**src/rtl/axi_lite_pkg.sv**
```systemverilog
// Shared AXI4-Lite types and constants for the fabric (crossbar and slaves).
package axi_lite_pkg;

  localparam int unsigned DATA_W = 32;
  localparam int unsigned STRB_W = DATA_W / 8;

  typedef logic [1:0] resp_t;

  localparam resp_t RESP_OKAY   = 2'b00;
  localparam resp_t RESP_SLVERR = 2'b10;

endpackage

```
**src/rtl/axi_lite_wr_join.sv**
```systemverilog
// AXI4-Lite write-side join: independent AW and W holding slots plus the
// collect/respond FSM. Emits a one-cycle commit strobe with the joined
// address, data and strobes; the owner reports whether that commit errors.
module axi_lite_wr_join
  import axi_lite_pkg::*;
#(
  parameter int unsigned ADDR_W = 12
) (
  input  logic              clk,
  input  logic              rst,
  input  logic [ADDR_W-1:0] aw_addr,
  input  logic              aw_valid,
  output logic              aw_ready,
  input  logic [DATA_W-1:0] w_data,
  input  logic [STRB_W-1:0] w_strb,
  input  logic              w_valid,
  output logic              w_ready,
  output resp_t             b_resp,
  output logic              b_valid,
  input  logic              b_ready,
  output logic              commit,
  output logic [ADDR_W-1:0] commit_addr,
  output logic [DATA_W-1:0] commit_data,
  output logic [STRB_W-1:0] commit_strb,
  input  logic              commit_err
);

  typedef enum logic [0:0] {WCollect, WResp} wr_state_e;

  wr_state_e         state_q, state_d;
  logic              aw_full_q, aw_full_d;
  logic              w_full_q, w_full_d;
  logic [ADDR_W-1:0] aw_addr_q;
  logic [DATA_W-1:0] w_data_q;
  logic [STRB_W-1:0] w_strb_q;
  resp_t             b_resp_q, b_resp_d;

  // Slots accept whenever empty, so readiness is purely a function of state.
  assign aw_ready    = !aw_full_q;
  assign w_ready     = !w_full_q;
  assign b_valid     = (state_q == WResp);
  assign b_resp      = b_resp_q;
  assign commit_addr = aw_addr_q;
  assign commit_data = w_data_q;
  assign commit_strb = w_strb_q;

  // Next-state: fill slots, commit once both are full and no response is pending.
  always_comb begin
    state_d   = state_q;
    aw_full_d = aw_full_q;
    w_full_d  = w_full_q;
    b_resp_d  = b_resp_q;
    commit    = 1'b0;
    if (aw_valid && !aw_full_q) aw_full_d = 1'b1;
    if (w_valid && !w_full_q) w_full_d = 1'b1;
    case (state_q)
      WCollect: begin
        if (aw_full_q && w_full_q) begin
          commit    = 1'b1;
          aw_full_d = 1'b0;
          w_full_d  = 1'b0;
          b_resp_d  = commit_err ? RESP_SLVERR : RESP_OKAY;
          state_d   = WResp;
        end
      end
      WResp: begin
        if (b_ready) state_d = WCollect;
      end
      default: state_d = WCollect;
    endcase
  end

  // State, slot flags and response registers.
  always_ff @(posedge clk or posedge rst) begin
    if (rst) begin
      state_q   <= WCollect;
      aw_full_q <= 1'b0;
      w_full_q  <= 1'b0;
      b_resp_q  <= RESP_OKAY;
    end else begin
      state_q   <= state_d;
      aw_full_q <= aw_full_d;
      w_full_q  <= w_full_d;
      b_resp_q  <= b_resp_d;
    end
  end

  // Slot payload capture on each channel's handshake.
  always_ff @(posedge clk or posedge rst) begin
    if (rst) begin
      aw_addr_q <= '0;
      w_data_q  <= '0;
      w_strb_q  <= '0;
    end else begin
      if (aw_valid && !aw_full_q) aw_addr_q <= aw_addr;
      if (w_valid && !w_full_q) begin
        w_data_q <= w_data;
        w_strb_q <= w_strb;
      end
    end
  end

endmodule

```
**src/rtl/axi_lite_reg_bank.sv**
```systemverilog
// AXI4-Lite register bank: NUM_REGS 32-bit registers, each R/W control or
// read-only status, with parallel register outputs and per-register write pulses.
module axi_lite_reg_bank
  import axi_lite_pkg::*;
#(
  parameter int unsigned       NUM_REGS  = 8,
  parameter int unsigned       ADDR_W    = 12,
  parameter logic [63:0]       RO_MASK   = 64'h0,
  parameter logic [DATA_W-1:0] RESET_VAL = 32'h0
) (
  input  logic                       ACLK,
  input  logic                       ARESET,
  input  logic [ADDR_W-1:0]          AWADDR,
  input  logic [2:0]                 AWPROT,
  input  logic                       AWVALID,
  output logic                       AWREADY,
  input  logic [DATA_W-1:0]          WDATA,
  input  logic [STRB_W-1:0]          WSTRB,
  input  logic                       WVALID,
  output logic                       WREADY,
  output resp_t                      BRESP,
  output logic                       BVALID,
  input  logic                       BREADY,
  input  logic [ADDR_W-1:0]          ARADDR,
  input  logic [2:0]                 ARPROT,
  input  logic                       ARVALID,
  output logic                       ARREADY,
  output logic [DATA_W-1:0]          RDATA,
  output resp_t                      RRESP,
  output logic                       RVALID,
  input  logic                       RREADY,
  output logic [NUM_REGS*DATA_W-1:0] reg_q,
  output logic [NUM_REGS-1:0]        reg_wr_pulse,
  input  logic [NUM_REGS*DATA_W-1:0] status_d
);

  logic              commit;
  logic [ADDR_W-1:0] wr_addr;
  logic [DATA_W-1:0] wr_data;
  logic [STRB_W-1:0] wr_strb;
  logic [31:0]       wr_idx, rd_idx;
  logic              wr_err, rd_in_range;
  logic [DATA_W-1:0] rd_val;
  logic [DATA_W-1:0] regs_q [NUM_REGS];
  logic              rvalid_q;
  logic [DATA_W-1:0] rdata_q;
  resp_t             rresp_q;
  logic              unused_bits;

  // Protection and sub-word address bits carry no meaning here.
  assign unused_bits = ^{AWPROT, ARPROT, wr_addr[1:0], ARADDR[1:0]};

  axi_lite_wr_join #(
    .ADDR_W (ADDR_W)
  ) u_wr_join (
    .clk         (ACLK),
    .rst         (ARESET),
    .aw_addr     (AWADDR),
    .aw_valid    (AWVALID),
    .aw_ready    (AWREADY),
    .w_data      (WDATA),
    .w_strb      (WSTRB),
    .w_valid     (WVALID),
    .w_ready     (WREADY),
    .b_resp      (BRESP),
    .b_valid     (BVALID),
    .b_ready     (BREADY),
    .commit      (commit),
    .commit_addr (wr_addr),
    .commit_data (wr_data),
    .commit_strb (wr_strb),
    .commit_err  (wr_err)
  );

  // Word index decode; NUM_REGS <= 64 so the low six bits select the RO mask bit.
  assign wr_idx      = 32'(wr_addr[ADDR_W-1:2]);
  assign rd_idx      = 32'(ARADDR[ADDR_W-1:2]);
  assign wr_err      = (wr_idx >= NUM_REGS) || RO_MASK[wr_idx[5:0]];
  assign rd_in_range = (rd_idx < NUM_REGS);

  // One-hot write pulse for the committed R/W register, even with WSTRB == 0.
  always_comb begin
    reg_wr_pulse = '0;
    for (int i = 0; i < NUM_REGS; i++) begin
      if (commit && !wr_err && (wr_idx == 32'(i))) reg_wr_pulse[i] = 1'b1;
    end
  end

  // Register array with byte-lane write enables.
  always_ff @(posedge ACLK or posedge ARESET) begin
    if (ARESET) begin
      for (int i = 0; i < NUM_REGS; i++) regs_q[i] <= RESET_VAL;
    end else begin
      for (int i = 0; i < NUM_REGS; i++) begin
        for (int k = 0; k < STRB_W; k++) begin
          if (reg_wr_pulse[i] && wr_strb[k]) regs_q[i][8*k +: 8] <= wr_data[8*k +: 8];
        end
      end
    end
  end

  // Flatten the array onto the parallel control output.
  always_comb begin
    reg_q = '0;
    for (int i = 0; i < NUM_REGS; i++) reg_q[DATA_W*i +: DATA_W] = regs_q[i];
  end

  // Read mux: status input for RO registers, stored value otherwise, zero if out of range.
  always_comb begin
    rd_val = '0;
    for (int i = 0; i < NUM_REGS; i++) begin
      if (rd_idx == 32'(i)) begin
        rd_val = RO_MASK[i] ? status_d[DATA_W*i +: DATA_W] : regs_q[i];
      end
    end
  end

  // Read response register; data is captured with the AR handshake and held until R handshake.
  always_ff @(posedge ACLK or posedge ARESET) begin
    if (ARESET) begin
      rvalid_q <= 1'b0;
      rdata_q  <= '0;
      rresp_q  <= RESP_OKAY;
    end else if (ARVALID && !rvalid_q) begin
      rvalid_q <= 1'b1;
      rdata_q  <= rd_val;
      rresp_q  <= rd_in_range ? RESP_OKAY : RESP_SLVERR;
    end else if (rvalid_q && RREADY) begin
      rvalid_q <= 1'b0;
    end
  end

  assign ARREADY = !rvalid_q;
  assign RVALID  = rvalid_q;
  assign RDATA   = rdata_q;
  assign RRESP   = rresp_q;

endmodule

```
**config.mk**
```make
export PLATFORM = sky130hd
export DESIGN_NAME = axi_lite_reg_bank
export DESIGN_NICKNAME = d
export VERILOG_FILES = /design/src/rtl/axi_lite_pkg.sv /design/src/rtl/axi_lite_wr_join.sv /design/src/rtl/axi_lite_reg_bank.sv
export SDC_FILE = /design/constraint.sdc
export NUM_CORES = 1
export LEC_CHECK = 0
export ABC_AREA = 0
export BUFFER_PORTS_ARGS = -buffer_cell sky130_fd_sc_hd__buf_2
export CAP_MARGIN = 20
export CORE_AREA = 4 4 246 248
export CTS_CLUSTER_SIZE = 10
export DETAILED_ROUTE_END_ITERATION = 6
export DIE_AREA = 0 0 250 252
export GPL_ROUTABILITY_DRIVEN = 1
export GPL_TIMING_DRIVEN = 1
export PLACE_DENSITY = 0.59
export SYNTH_ARGS = -nofsm -noshare
export SYNTH_HDL_FRONTEND = slang
export SYNTH_SLANG_ARGS = --single-unit
```
**constraint.sdc**
```tcl
create_clock -name ACLK -period 14.3 [get_ports ACLK]
set_clock_uncertainty 0.05 [all_clocks]
set_input_delay 0.715 -clock ACLK [delete_from_list [all_inputs] [get_ports ACLK]]
set_output_delay 0.715 -clock ACLK [all_outputs]
set_load 0.005 [all_outputs]
```
# Word-level counts from Yosys, hierarchy flattened
# Memory sizes are Yosys's and may differ from the RTL's.
# Index checks and enable logic that the tools add are counted.
# classes
n_lt_le_gt_ge	3
eq_ne	14
mux	31
bitwise_logic	1
n_reduce_logical	55
# op_table
operator	count
32-bit 2-to-1 mux	8
10-bit by 3-bit == test with 1-bit output, second input constant	8
32-bit logical NOT	2
1-bit logical AND	46
10-bit by 2-bit == test with 1-bit output, second input constant	4
10-bit by 1-bit == test with 1-bit output, second input constant	2
1-bit 2-to-1 mux	20
10-bit by 4-bit >= comparator with 1-bit output, second input constant	1
10-bit by 4-bit less-than comparator with 1-bit output, second input constant	1
6-bit by 7-bit less-than comparator with 1-bit output, second input constant	1
1-bit logical NOT	4
2-bit 2-to-1 mux	2
1-bit case mux with 2 select lines	1
2-bit AND reduction	1
2-bit nonzero test	1
1-bit logical OR	1
1-bit NOT	1
# word_totals
regBits	344
mem_bits_ro	64
out_inout_bits	305
word_cells	147
mem_count	1
# mem_list
name	depth	width	read_ports	rd_clocked_by_memory_dff	write_ports	line	rtl
(no name shown)	64	1	1	0	0	axi_lite_reg_bank.sv:78	assign wr_err = (wr_idx >= NUM_REGS) || RO_MASK[wr_idx[5:0]];

# Logic depth before layout (Yosys ltp)
# Gate-level depths: netlist of run 1.
# logic_depth
depth_word	9
depth_mapped	8

# Cells and area by module
# A second synthesis of run 1 with hierarchy kept.
# unflattened
cells_unflattened	1232
area_unflattened_um2	15658.8
# by_module_without_submodules
mod	instances	cells_each	area_per_inst_um2
axi_lite_reg_bank	1	1113	13539.2
axi_lite_wr_join	1	119	2119.5

# Least setup slack after synthesis of run 1
# Ideal clock, no wire load.
# synth_timing
path_type	reg2reg
start	register u_wr_join.aw_addr_q[10] (netlist: u_wr_join.commit_addr[10])
end	register regs_q, in the netlist reg_q[120]
setup_time_ns	0.125
arrival_time_ns	2.081
t_required_ns	14.125
path_slack_ns	12.044
path_stages_with_launch	6
path_buffers	1
period_less_slack_ns	2.256
cell_sequence	dfrtp_1 > or4_4 > or4_4 > buf_12 > nor2_8 > mux2_4
# synth_via
elab_chain_cells	7
word_cells_on_any_way	8
# synth_lines
item	line	rtl
from (decl)	axi_lite_wr_join.sv:33	logic [ADDR_W-1:0] aw_addr_q;
from (signal assigned)	axi_lite_wr_join.sv:95	if (aw_valid && !aw_full_q) aw_addr_q <= aw_addr;
10-bit by 4-bit >= comparator with 1-bit output	axi_lite_reg_bank.sv:78	
1-bit logical OR	axi_lite_reg_bank.sv:78	
1-bit logical NOT	axi_lite_reg_bank.sv:85	if (commit && !wr_err && (wr_idx == 32'(i))) reg_wr_pulse[i] = 1'b1;
1-bit logical AND	axi_lite_reg_bank.sv:85	
1-bit logical AND *	axi_lite_reg_bank.sv:85	
1-bit 2-to-1 mux *	axi_lite_reg_bank.sv:85	
1-bit logical AND *	axi_lite_reg_bank.sv:96	if (reg_wr_pulse[i] && wr_strb[k]) regs_q[i][8*k +: 8] <= wr_data[8*k +: 8];
to (signal, indexed assignment)	axi_lite_reg_bank.sv:96	
to (decl)	axi_lite_reg_bank.sv:44	logic [DATA_W-1:0] regs_q [NUM_REGS];
# Mark *: on every way between the ends. The rest lies on a longest branch, timed or not.
# A chain may end at the register's enable or synchronous reset.

# Worst setup path after layout of run 1
# layout_timing
start	input port ARADDR[3]
end	register rdata_q[11] (netlist: RDATA[11])
# layout_via
elab_chain_cells	9
word_cells_on_any_way	16
# layout_lines
item	line	rtl
from (decl)	axi_lite_reg_bank.sv:24	input logic [ADDR_W-1:0] ARADDR,
32-bit logical NOT	axi_lite_reg_bank.sv:112	if (rd_idx == 32'(i)) begin
32-bit 2-to-1 mux (7 in a row)	axi_lite_reg_bank.sv:112	
32-bit 2-to-1 mux *	axi_lite_reg_bank.sv:112	
to (signal assigned)	axi_lite_reg_bank.sv:126	rdata_q <= rd_val;
to (decl)	axi_lite_reg_bank.sv:46	logic [DATA_W-1:0] rdata_q;
# Marks and branches as above.

==> impl_metrics.env, run 1 <==
export IMPL_synthAdderAreaFrac_pct=0
export IMPL_die_y_um=252
export IMPL_hold_viol=0
export IMPL_syn_instance_count=1165
export IMPL_synth_top_cell_area_share_pct=54.2
export IMPL_postCtsSetupBuffers=0
export IMPL_via_per_inst=5.10
export IMPL_yosys_top_cells_area="dfrtp_1 (54%), mux2_2 (12%), mux2_4 (12%)"
export IMPL_worst_slew_pin_slew_ns=1.10
export IMPL_dieArea_sq_mm=0.0630
export IMPL_worstSetupEndpointType="flop"
export IMPL_synth_top_area_cell="dfrtp_1"
export IMPL_synth_compound_area_share_pct=11.1
export IMPL_dp_cells=2250
export IMPL_synth_simple_area_share_pct=6.91
export IMPL_synth_top_family_by_area="multiplexers"
export IMPL_register_area_sq_mm=0.00851
export IMPL_slew_headroom_pct=26.4
export IMPL_cts_buffers_inserted=42
export IMPL_rsz0062_at_grt="no"
export IMPL_async_flop_share_pct=100
export IMPL_synth_area_sq_mm=0.0157
export IMPL_fin_total_pwr_mw=2.58
export IMPL_cts_resized=0
export IMPL_overflow=0
export IMPL_hold_buffers=0
export IMPL_hp_class="input pin to asynchronous set/reset pin"
export IMPL_ir_worst_vdd_mv=0.0975
export IMPL_rows=89
export IMPL_core_area_sq_mm=0.0585
export IMPL_synth_top_flop_cell="dfrtp_1"
export IMPL_fin_cells=2313
export IMPL_maxCapViolations=0
export IMPL_path_class="input pin to flop"
export IMPL_die_width_um=250
export IMPL_clk_pin_slew_worst_paths_ns=0.05
export IMPL_grt_first_pass_wirelength_um=84500
export IMPL_cts_sinks=340
export IMPL_ys_types=37
export IMPL_yosys_mux_area_fraction_pct=24.7
export IMPL_seq_area_frac_synth_pct=54.2
export IMPL_period_share_pct=22.9
export IMPL_crit_required_ns=14.66
export IMPL_initial_utilization_pct=26.8
export IMPL_io_buffers=365
export IMPL_wl_um=58100
export IMPL_total_leakage_power_nw=9.75
export IMPL_first_pass_iters=5
export IMPL_synth_seq_cells=340
export IMPL_area_delta_synth_final_pct=25.1
export IMPL_clockBufferDepth=3
export IMPL_finalSetupTns_ns=0
export IMPL_setup_viol=0
export IMPL_fillCellCount=5836
export IMPL_power_per_cell_area_mw_per_mm2=132
export IMPL_routedWlPerCell_um=25.1
export IMPL_drive_gt1_share_pct=51.4
export IMPL_io_pins=634
export IMPL_status="complete, no violations"
export IMPL_arrival_ns=3.63
export IMPL_cts_tree="yes"
export IMPL_routed_via_count=11802
export IMPL_grt_pass1_vias=12343
export IMPL_finalMaxSlewViolations=0
export IMPL_multi_input_area_sq_mm=0.00678
export IMPL_cp_start_kind="input pin"
export IMPL_grt_use_total_pct=17.8
export IMPL_synth_xor_area_share_pct=0
export IMPL_antenna_left=0
export IMPL_drt_iter0_markers=829
export IMPL_cts_root_buf="clkbuf_16"
export IMPL_worstRegToRegCells=5
export IMPL_drcViolationCount=0
export IMPL_antenna_found_initial=3
export IMPL_grt_start_max_net_pins=121
export IMPL_dp_hpwl_um=39000
export IMPL_yosys_warnings=0
export IMPL_fin_crit_ns=3.27
export IMPL_path_max_fanout=23
export IMPL_h_tree_depth=2
export IMPL_gp_congestion=0.801
export IMPL_clock_latency_ns=0.54
export IMPL_fmax_mhz=306
export IMPL_nets=1852
export IMPL_avgSynthCellArea_sq_um=13.5
export IMPL_synth_edff_count=0
[routing by layer]
layer | GRT usage [%] | routed length (um) | up-vias
met2 | 29.8 | 28100 | 548
met3 | 4.70 | 4320 | 90
li1 | - | - | 5004
met4 | 5.25 | 1300 | 4
met1 | 22.9 | 24300 | 6156
met5 | 0 | 27 | -
[worst paths after layout]
kind                                                        from                                    end  slack (ns)
min in group ACLK                                         BREADY            u_wr_join.b_valid$_DFF_PP0_        0.31
max in group asynchronous                                 ARESET                 reg_q[215]$_DFFE_PP0P_       11.51
hold reg to reg                             RRESP[1]$_DFFE_PP0P_                   RRESP[1]$_DFFE_PP0P_        0.44
setup reg to reg           u_wr_join.commit_addr[10]$_DFFE_PP0P_                  reg_q[58]$_DFFE_PP0P_       11.53
hold / removal                                            ARESET  u_wr_join.commit_data[10]$_DFFE_PP0P_        0.29
setup / recovery                                       ARADDR[3]                  RDATA[11]$_DFFE_PP0P_       11.03
[synthesized netlist by cell type (all sizes together) (2+ instances only)]
| cell | count |
|---|---|
| a21oi | 34 |
| a221o | 32 |
| a22oi | 31 |
| a31oi | 32 |
| buf | 9 |
| clkbuf | 63 |
| dfrtp | 340 |
| inv | 39 |
| mux2 | 302 |
| nand2 | 12 |
| nand2b | 40 |
| nand3 | 3 |
| nor2 | 75 |
| nor2b | 3 |
| nor3 | 7 |
| o21a | 2 |
| o21ai | 66 |
| o22ai | 32 |
| o32ai | 32 |
| or2 | 2 |
| or3 | 2 |
| or4 | 3 |
[through the flow]
step	util [%]	cell area, sq um	hold WS [ns]	worst slack [ns]
after floorplan	-	15700	0.420	4.11
after global placement	31.4	18400	0.420	10.35
after detailed placement	31.4	18400	0.435	10.30
after CTS	33.5	19600	0.267	10.91
after global routing	33.6	19600	0.285	10.94
final	33.6	19600	0.287	11.03
[critical path, cell delays in order]
cell and delay [ns]:
buf_2 0.57, buf_4 0.50, nand2b_2 0.71, buf_4 0.41
o32ai_1 0.12, o21ai_0 0.19, a221o_1 0.26, a31oi_1 0.09
[layout by cell type (no fill, tap or decap), drive strengths merged, types with 3 or more instances in the layout]
master  count
nand2      12
a21oi      34
nor2       75
nand3       3
a31oi      32
o22ai      32
dfrtp     340
a221o      32
nor3        7
o21ai      66
buf       385
nor2b       3
clkbuf     55
a22oi      31
inv        40
or4         3
mux2      302
nand2b     40
o32ai      32
[power by group]
part | internal [mW] | switching, mW | leakage [nW] | total [mW]
sequential | 1.07 | 0.195 | 4.63 | 1.26
clock | 0.565 | 0.399 | 0.583 | 0.964
combinational | 0.165 | 0.195 | 4.54 | 0.360
[cells by family (layout without fill, tap and decap cells)]
kind of cell    Yosys count  count (layout)
simple gates            150             150
other cells               1               4
flops                   340             340
buf+inv                 111             483
compound gates          261             261
mux                     302             302
[cell type report]
| cell class | instances | area share (%) |
|---|---|---|
| tap | 773 | 4.93 |
| clock inverter | 4 | 0.147 |
| multi-input combinational | 715 | 34.5 |
| sequential | 340 | 43.3 |
| antenna | 2 | 0.0255 |
| clock buffer | 55 | 5.97 |
| timing repair buffer | 385 | 10.3 |
| inverter | 39 | 0.784 |
[sequential cells by signal, indices dropped and copies added, names as in the netlist]
signal / flops
u_wr_join.aw_full_q: 1
u_wr_join.w_full_q: 1
u_wr_join.b_valid: 1
RVALID: 1
u_wr_join.commit_strb: 4
u_wr_join.commit_data: 32
u_wr_join.commit_addr: 10
u_wr_join.b_resp: 1
RRESP: 1
reg_q: 256
RDATA: 32
No activity file was read; power rests on OpenSTA's default activity.
==> run 2, diff against run 1 <==
--- a/config.mk
+++ b/config.mk
@@ -8,13 +8,13 @@
 export ABC_AREA = 0
 export BUFFER_PORTS_ARGS = -buffer_cell sky130_fd_sc_hd__buf_2
 export CAP_MARGIN = 20
-export CORE_AREA = 4 4 246 248
+export CORE_AREA = 4 4 245 247
 export CTS_CLUSTER_SIZE = 10
 export DETAILED_ROUTE_END_ITERATION = 6
-export DIE_AREA = 0 0 250 252
+export DIE_AREA = 0 0 249 251
 export GPL_ROUTABILITY_DRIVEN = 1
 export GPL_TIMING_DRIVEN = 1
-export PLACE_DENSITY = 0.59
+export PLACE_DENSITY = 0.61
 export SYNTH_ARGS = -nofsm -noshare
 export SYNTH_HDL_FRONTEND = slang
 export SYNTH_SLANG_ARGS = --single-unit
==> constraint.sdc (replaced) <==
create_clock -name ACLK -period 2.8 [get_ports ACLK]
set_clock_uncertainty 0.05 [all_clocks]
set_input_delay 0.14 -clock ACLK [delete_from_list [all_inputs] [get_ports ACLK]]
set_output_delay 0.14 -clock ACLK [all_outputs]
set_load 0.005 [all_outputs]
==> run 2 against run 1 <==
Effect of this change: final cell count is 3.6% higher; non-clock buffer count is 91 higher; die area is 0.80% lower; critical path type is now flop to flop; largest power group unchanged.
==> impl_metrics.env, run 2 (synthesized netlist as in run 1, its figures left out) <==
export IMPL_first_pass_iters=5
export IMPL_fin_total_pwr_mw=13.4
export IMPL_rsz0062_at_grt="no"
export IMPL_antenna_left=0
export IMPL_clockBufferDepth=3
export IMPL_clkPwrFrac_pct=37.3
export IMPL_hp_class="input pin to flop"
export IMPL_final_common_cell="buf_2"
export IMPL_clk_pin_slew_worst_paths_ns=0.05
export IMPL_crit_required_ns=3.18
export IMPL_drive_gt1_share_pct=51.1
export IMPL_die_width_um=249
export IMPL_grt_start_max_net_pins=65
export IMPL_rows=88
export IMPL_drt_iter0_markers=800
export IMPL_core_area_sq_mm=0.0576
export IMPL_finalSetupTns_ns=0
export IMPL_routedWlPerCell_um=24.1
export IMPL_io_buffers=365
export IMPL_layout_common_cells="buf_2 (365), dfrtp_1 (340), mux2_2 (174)"
export IMPL_final_cell_area_sq_mm=0.0205
export IMPL_die_y_um=251
export IMPL_nets=1943
export IMPL_clock_latency_ns=0.56
export IMPL_worstSetupEndpointType="flop"
export IMPL_cts_buffers_inserted=42
export IMPL_setup_viol=0
export IMPL_period_share_pct=89.9
export IMPL_cts_tree="yes"
export IMPL_grt_first_pass_wirelength_um=85900
export IMPL_h_tree_depth=2
export IMPL_fmax_mhz=397
export IMPL_routed_via_count=11928
export IMPL_dp_hpwl_um=41100
export IMPL_initial_utilization_pct=27.3
export IMPL_cp_start_kind="flop"
export IMPL_drcViolationCount=0
export IMPL_grt_pass1_vias=12860
export IMPL_maxCapViolations=0
export IMPL_cts_resized=0
export IMPL_antenna_found_initial=1
export IMPL_status="complete, no violations"
export IMPL_arrival_ns=2.90
export IMPL_hold_viol=0
export IMPL_ir_worst_vdd_mv=0.517
export IMPL_worst_slew_pin_slew_ns=1.08
export IMPL_area_delta_synth_final_pct=30.8
export IMPL_switching_share_pct=30.4
export IMPL_pwr_share_seq_pct=47.9
export IMPL_path_max_fanout=5
export IMPL_cts_sinks=340
export IMPL_via_per_inst=4.98
export IMPL_wl_um=57800
export IMPL_slew_headroom_pct=27.7
export IMPL_place_area_sq_mm=0.0188
export IMPL_path_class="flop to flop"
export IMPL_io_pins=634
export IMPL_gp_congestion=0.801
export IMPL_finalMaxSlewViolations=0
export IMPL_largest_register_ffs=256
export IMPL_power_frac_comb_pct=14.8
export IMPL_diodes=0
export IMPL_power_per_cell_area_mw_per_mm2=654
export IMPL_dieArea_sq_mm=0.0625
export IMPL_grt_use_total_pct=18.0
export IMPL_p_sw_mw=4.08
export IMPL_total_leakage_power_nw=10.2
export IMPL_cts_root_buf="clkbuf_16"
export IMPL_intPower_mw=9.36
export IMPL_fin_crit_ns=2.52
export IMPL_overflow=0
export IMPL_fin_hold_ws_ns=0.198
## run 2: per-layer routing
metal  routed length, um  track usage (%)  vias up
met2               28200             30.6      490
li1                    -                -     5191
met3                4350             4.66      108
met4                1920             6.27        2
met5                  19                0        -
met1               23400             22.4     6137
## run 2: through the flow
step           util [%]  worst slack, ns  instances
2_1_floorplan         -            -1.94       1166
4_1_cts            35.7            0.217       2396
6_report           35.7            0.284       2396
3_5_place_dp       32.6            0.281       2284
3_3_place_gp       32.6            0.291       2284
5_1_grt            35.7            0.156       2396
## run 2: worst max-delay path: stages (launching register included)
cell and delay [ns]:
dfrtp_1 0.38, or4_4 0.58, nor3_2 0.26, nand2_2 0.19, buf_4 0.23, nor2_2 0.17
buf_4 0.19, mux2_2 0.34
## run 2: path summary, 6_finish.rpt
check,start,slack [ns],to,cells past startpoint
worst min-delay path,ARADDR[2],0.20,RDATA[5]$_DFFE_PP0P_,4
max in group asynchronous,ARESET,1.54,RVALID$_DFFE_PP0P_,5
worst max register to register,u_wr_join.commit_addr[10]$_DFFE_PP0P_,0.28,reg_q[35]$_DFFE_PP0P_,7
min in group asynchronous,ARESET,0.22,reg_q[225]$_DFFE_PP0P_,3
worst max-delay path,u_wr_join.commit_addr[10]$_DFFE_PP0P_,0.28,reg_q[35]$_DFFE_PP0P_,7
worst min register to register,RRESP[1]$_DFFE_PP0P_,0.43,RRESP[1]$_DFFE_PP0P_,2
## run 2: cell type report
type | count | area (sq um)
well taps | 765 | 957
multi-input cells | 715 | 6780
flip-flops and latches | 340 | 8510
clock inverters | 4 | 23.8
inverters | 39 | 150
clock buffers | 57 | 1200
fillers | 5578 | 37100
repair buffers | 476 | 2910
## run 2: repair_timing
item                                    CTS  global route
hold buffers                             51             0
buffers inserted                          0             0
endpoints found under the setup margin    0             0
hold endpoints to repair                 69             0
## run 2: power groups by stage
stage | clock network, mW | registers (mW) | logic, mW
after floorplan | 0 | 6.07 | 1.36
final | 5.02 | 6.43 | 1.99
after global routing | 5.33 | 6.53 | 2.15
after CTS | 5.14 | 6.42 | 2.02
after detailed placement | 0 | 6.50 | 1.96
after global placement | 0 | 6.46 | 1.92
==> run 3, diff against run 2 <==
--- a/config.mk
+++ b/config.mk
@@ -8,13 +8,13 @@
 export ABC_AREA = 0
 export BUFFER_PORTS_ARGS = -buffer_cell sky130_fd_sc_hd__buf_2
 export CAP_MARGIN = 20
-export CORE_AREA = 4 4 245 247
+export CORE_AREA = 4 4 246 248
 export CTS_CLUSTER_SIZE = 10
 export DETAILED_ROUTE_END_ITERATION = 6
-export DIE_AREA = 0 0 249 251
+export DIE_AREA = 0 0 250 252
 export GPL_ROUTABILITY_DRIVEN = 1
 export GPL_TIMING_DRIVEN = 1
-export PLACE_DENSITY = 0.61
+export PLACE_DENSITY = 0.59
 export SYNTH_ARGS = -nofsm -noshare
 export SYNTH_HDL_FRONTEND = slang
 export SYNTH_SLANG_ARGS = --single-unit
==> constraint.sdc (replaced) <==
create_clock -name ACLK -period 2.7 [get_ports ACLK]
set_clock_uncertainty 0.05 [all_clocks]
set_input_delay 0.135 -clock ACLK [delete_from_list [all_inputs] [get_ports ACLK]]
set_output_delay 0.135 -clock ACLK [all_outputs]
set_load 0.005 [all_outputs]
==> run 3 against run 2 <==
Effect of this change: die area increased by 0.80%; global-route usage decreased by 0.20 points; sequential share of layout area rose by 0.12 points; via count increased by 1.0%; final area fell by 0.29%; final cell count barely moved; register-to-register slack lost 0.09 ns; combinational power up 5%; critical path type is now flop to primary output.
==> impl_metrics.env, run 3 (synthesized netlist as in run 1, its figures left out) <==
export IMPL_die_y_um=252
export IMPL_fin_total_pwr_mw=13.7
export IMPL_period_share_pct=93.6
export IMPL_fmax_mhz=396
export IMPL_first_pass_iters=5
export IMPL_hold_buffers=51
export IMPL_path_max_fanout=4
export IMPL_routed_via_count=12050
export IMPL_cts_sinks=340
export IMPL_fin_crit_ns=2.53
export IMPL_grt_first_pass_wirelength_um=85100
export IMPL_cp_start_kind="flop"
export IMPL_switching_share_pct=30.6
export IMPL_clockBufferDepth=3
export IMPL_total_leakage_power_nw=10.2
export IMPL_arrival_ns=2.34
export IMPL_clk_pin_slew_worst_paths_ns=0.05
export IMPL_pre_cts_ws_ns=0.186
export IMPL_worst_slew_pin_slew_ns=0.688
export IMPL_drcViolationCount=0
export IMPL_routedWlPerCell_um=24.2
export IMPL_wl_um=58000
export IMPL_initial_utilization_pct=26.8
export IMPL_drt_iter0_markers=795
export IMPL_hp_class="input pin to asynchronous set/reset pin"
export IMPL_hold_viol=0
export IMPL_area_delta_synth_final_pct=30.4
export IMPL_slew_headroom_pct=54.1
export IMPL_path_class="flop to primary output"
export IMPL_postCtsSetupBuffers=0
export IMPL_via_per_inst=5.03
export IMPL_io_pins=634
export IMPL_gp_congestion=0.812
export IMPL_h_tree_depth=2
export IMPL_p_sw_mw=4.20
export IMPL_grt_start_max_net_pins=96
export IMPL_crit_required_ns=2.52
export IMPL_dp_hpwl_um=40800
export IMPL_worstSetupEndpointType="primary output"
export IMPL_final_cell_area_sq_mm=0.0205
export IMPL_antenna_left=0
export IMPL_power_frac_comb_pct=15.1
export IMPL_ir_worst_vdd_mv=0.756
export IMPL_rows=89
export IMPL_setup_viol=0
export IMPL_power_per_cell_area_mw_per_mm2=669
export IMPL_dieArea_sq_mm=0.0630
export IMPL_cts_buffers_inserted=42
export IMPL_worst_r2r_startpoint="u_wr_join.commit_addr[10]$_DFFE_PP0P_"
export IMPL_pwr_share_seq_pct=48.7
export IMPL_final_common_cell="buf_2"
export IMPL_intPower_mw=9.51
export IMPL_cts_tree="yes"
export IMPL_fin_cells=2397
export IMPL_cts_root_buf="clkbuf_16"
export IMPL_setup_ws_ns=0.172
export IMPL_cts_resized=0
export IMPL_drive_gt1_share_pct=50.8
export IMPL_layout_common_cells="buf_2 (365), dfrtp_1 (340), mux2_2 (174)"
export IMPL_rsz0062_at_grt="no"
export IMPL_cp_startpoint="u_wr_join.commit_addr[10]$_DFFE_PP0P_"
export IMPL_finalSetupTns_ns=0
export IMPL_overflow=0
export IMPL_grt_use_total_pct=17.8
export IMPL_core_area_sq_mm=0.0585
export IMPL_largest_register_ffs=256
export IMPL_dp_cells=2285
export IMPL_die_width_um=250
export IMPL_finalMaxSlewViolations=0
export IMPL_maxCapViolations=0
export IMPL_clock_latency_ns=0.55
export IMPL_place_area_sq_mm=0.0188
export IMPL_nets=1936
export IMPL_clkPwrFrac_pct=36.2
export IMPL_status="complete, no violations"
export IMPL_io_buffers=365
export IMPL_grt_pass1_vias=12844
export IMPL_antenna_found_initial=4
[run 3: cell types whose count changed in the layout (fill, tap and decap cells not counted)]
cell        delta
buf_4         -11
clkbuf_8       -7
buf_12         +4
clkinv_2       +3
diode_2        +3
clkinvlp_4     +1
[run 3: per-layer routing]
metal	GRT usage, %	share of wire, %
met2	29.6	48
met1	22.6	41
met3	4.98	7.9
met4	6.13	3.1
met5	0	0
[run 3: per-stage QoR]
step                hold slack (ns)  util, %
detailed placement           0.0958     32.2
global placement             0.0964     32.2
CTS                          0.0491     35.0
floorplan                     0.181        -
global route                  0.102     35.0
finish                       0.0889     35.0
[run 3: cell type report]
type	instances	area, sq um
Fill cell	5728	38000
Sequential cell	340	8510
Multi-Input combinational cell	715	6780
Timing Repair Buffer	469	2910
Clock buffer	50	1100
Tap cell	773	967
Inverter	39	150
Clock inverter	8	46.3
Antenna cell	3	7.51
[run 3: worst paths after layout]
path                            cells after the start  slack [ns]                              endpoint
min in group ACLK                                   3        0.10                  RDATA[8]$_DFFE_PP0P_
max in group asynchronous                           5        1.51                 reg_q[88]$_DFFE_PP0P_
worst min register to register                      1        0.45  u_wr_join.commit_addr[8]$_DFFE_PP0P_
worst max register to register                      5        0.19                reg_q[183]$_DFFE_PP0P_
worst min-delay path                                3        0.09                  RDATA[5]$_DFFE_PP0P_
worst max-delay path                                5        0.17                       reg_wr_pulse[5]
[run 3: power by group through the flow]
stage          Combinational (mW)  Clock, mW  Sequential [mW]
2_1_floorplan                1.41          0             6.29
3_3_place_gp                 2.00          0             6.71
6_report                     2.08       4.95             6.67
4_1_cts                      2.11       5.09             6.66
3_5_place_dp                 2.05          0             6.74
5_1_grt                      2.24       5.30             6.77
[run 3: critical path: stages, from the launching register on]
cell and delay [ns]:
dfrtp_1 0.38, or4_4 0.58, nor3_1 0.32, nand2_1 0.17
nor2_1 0.21, buf_2 0.15
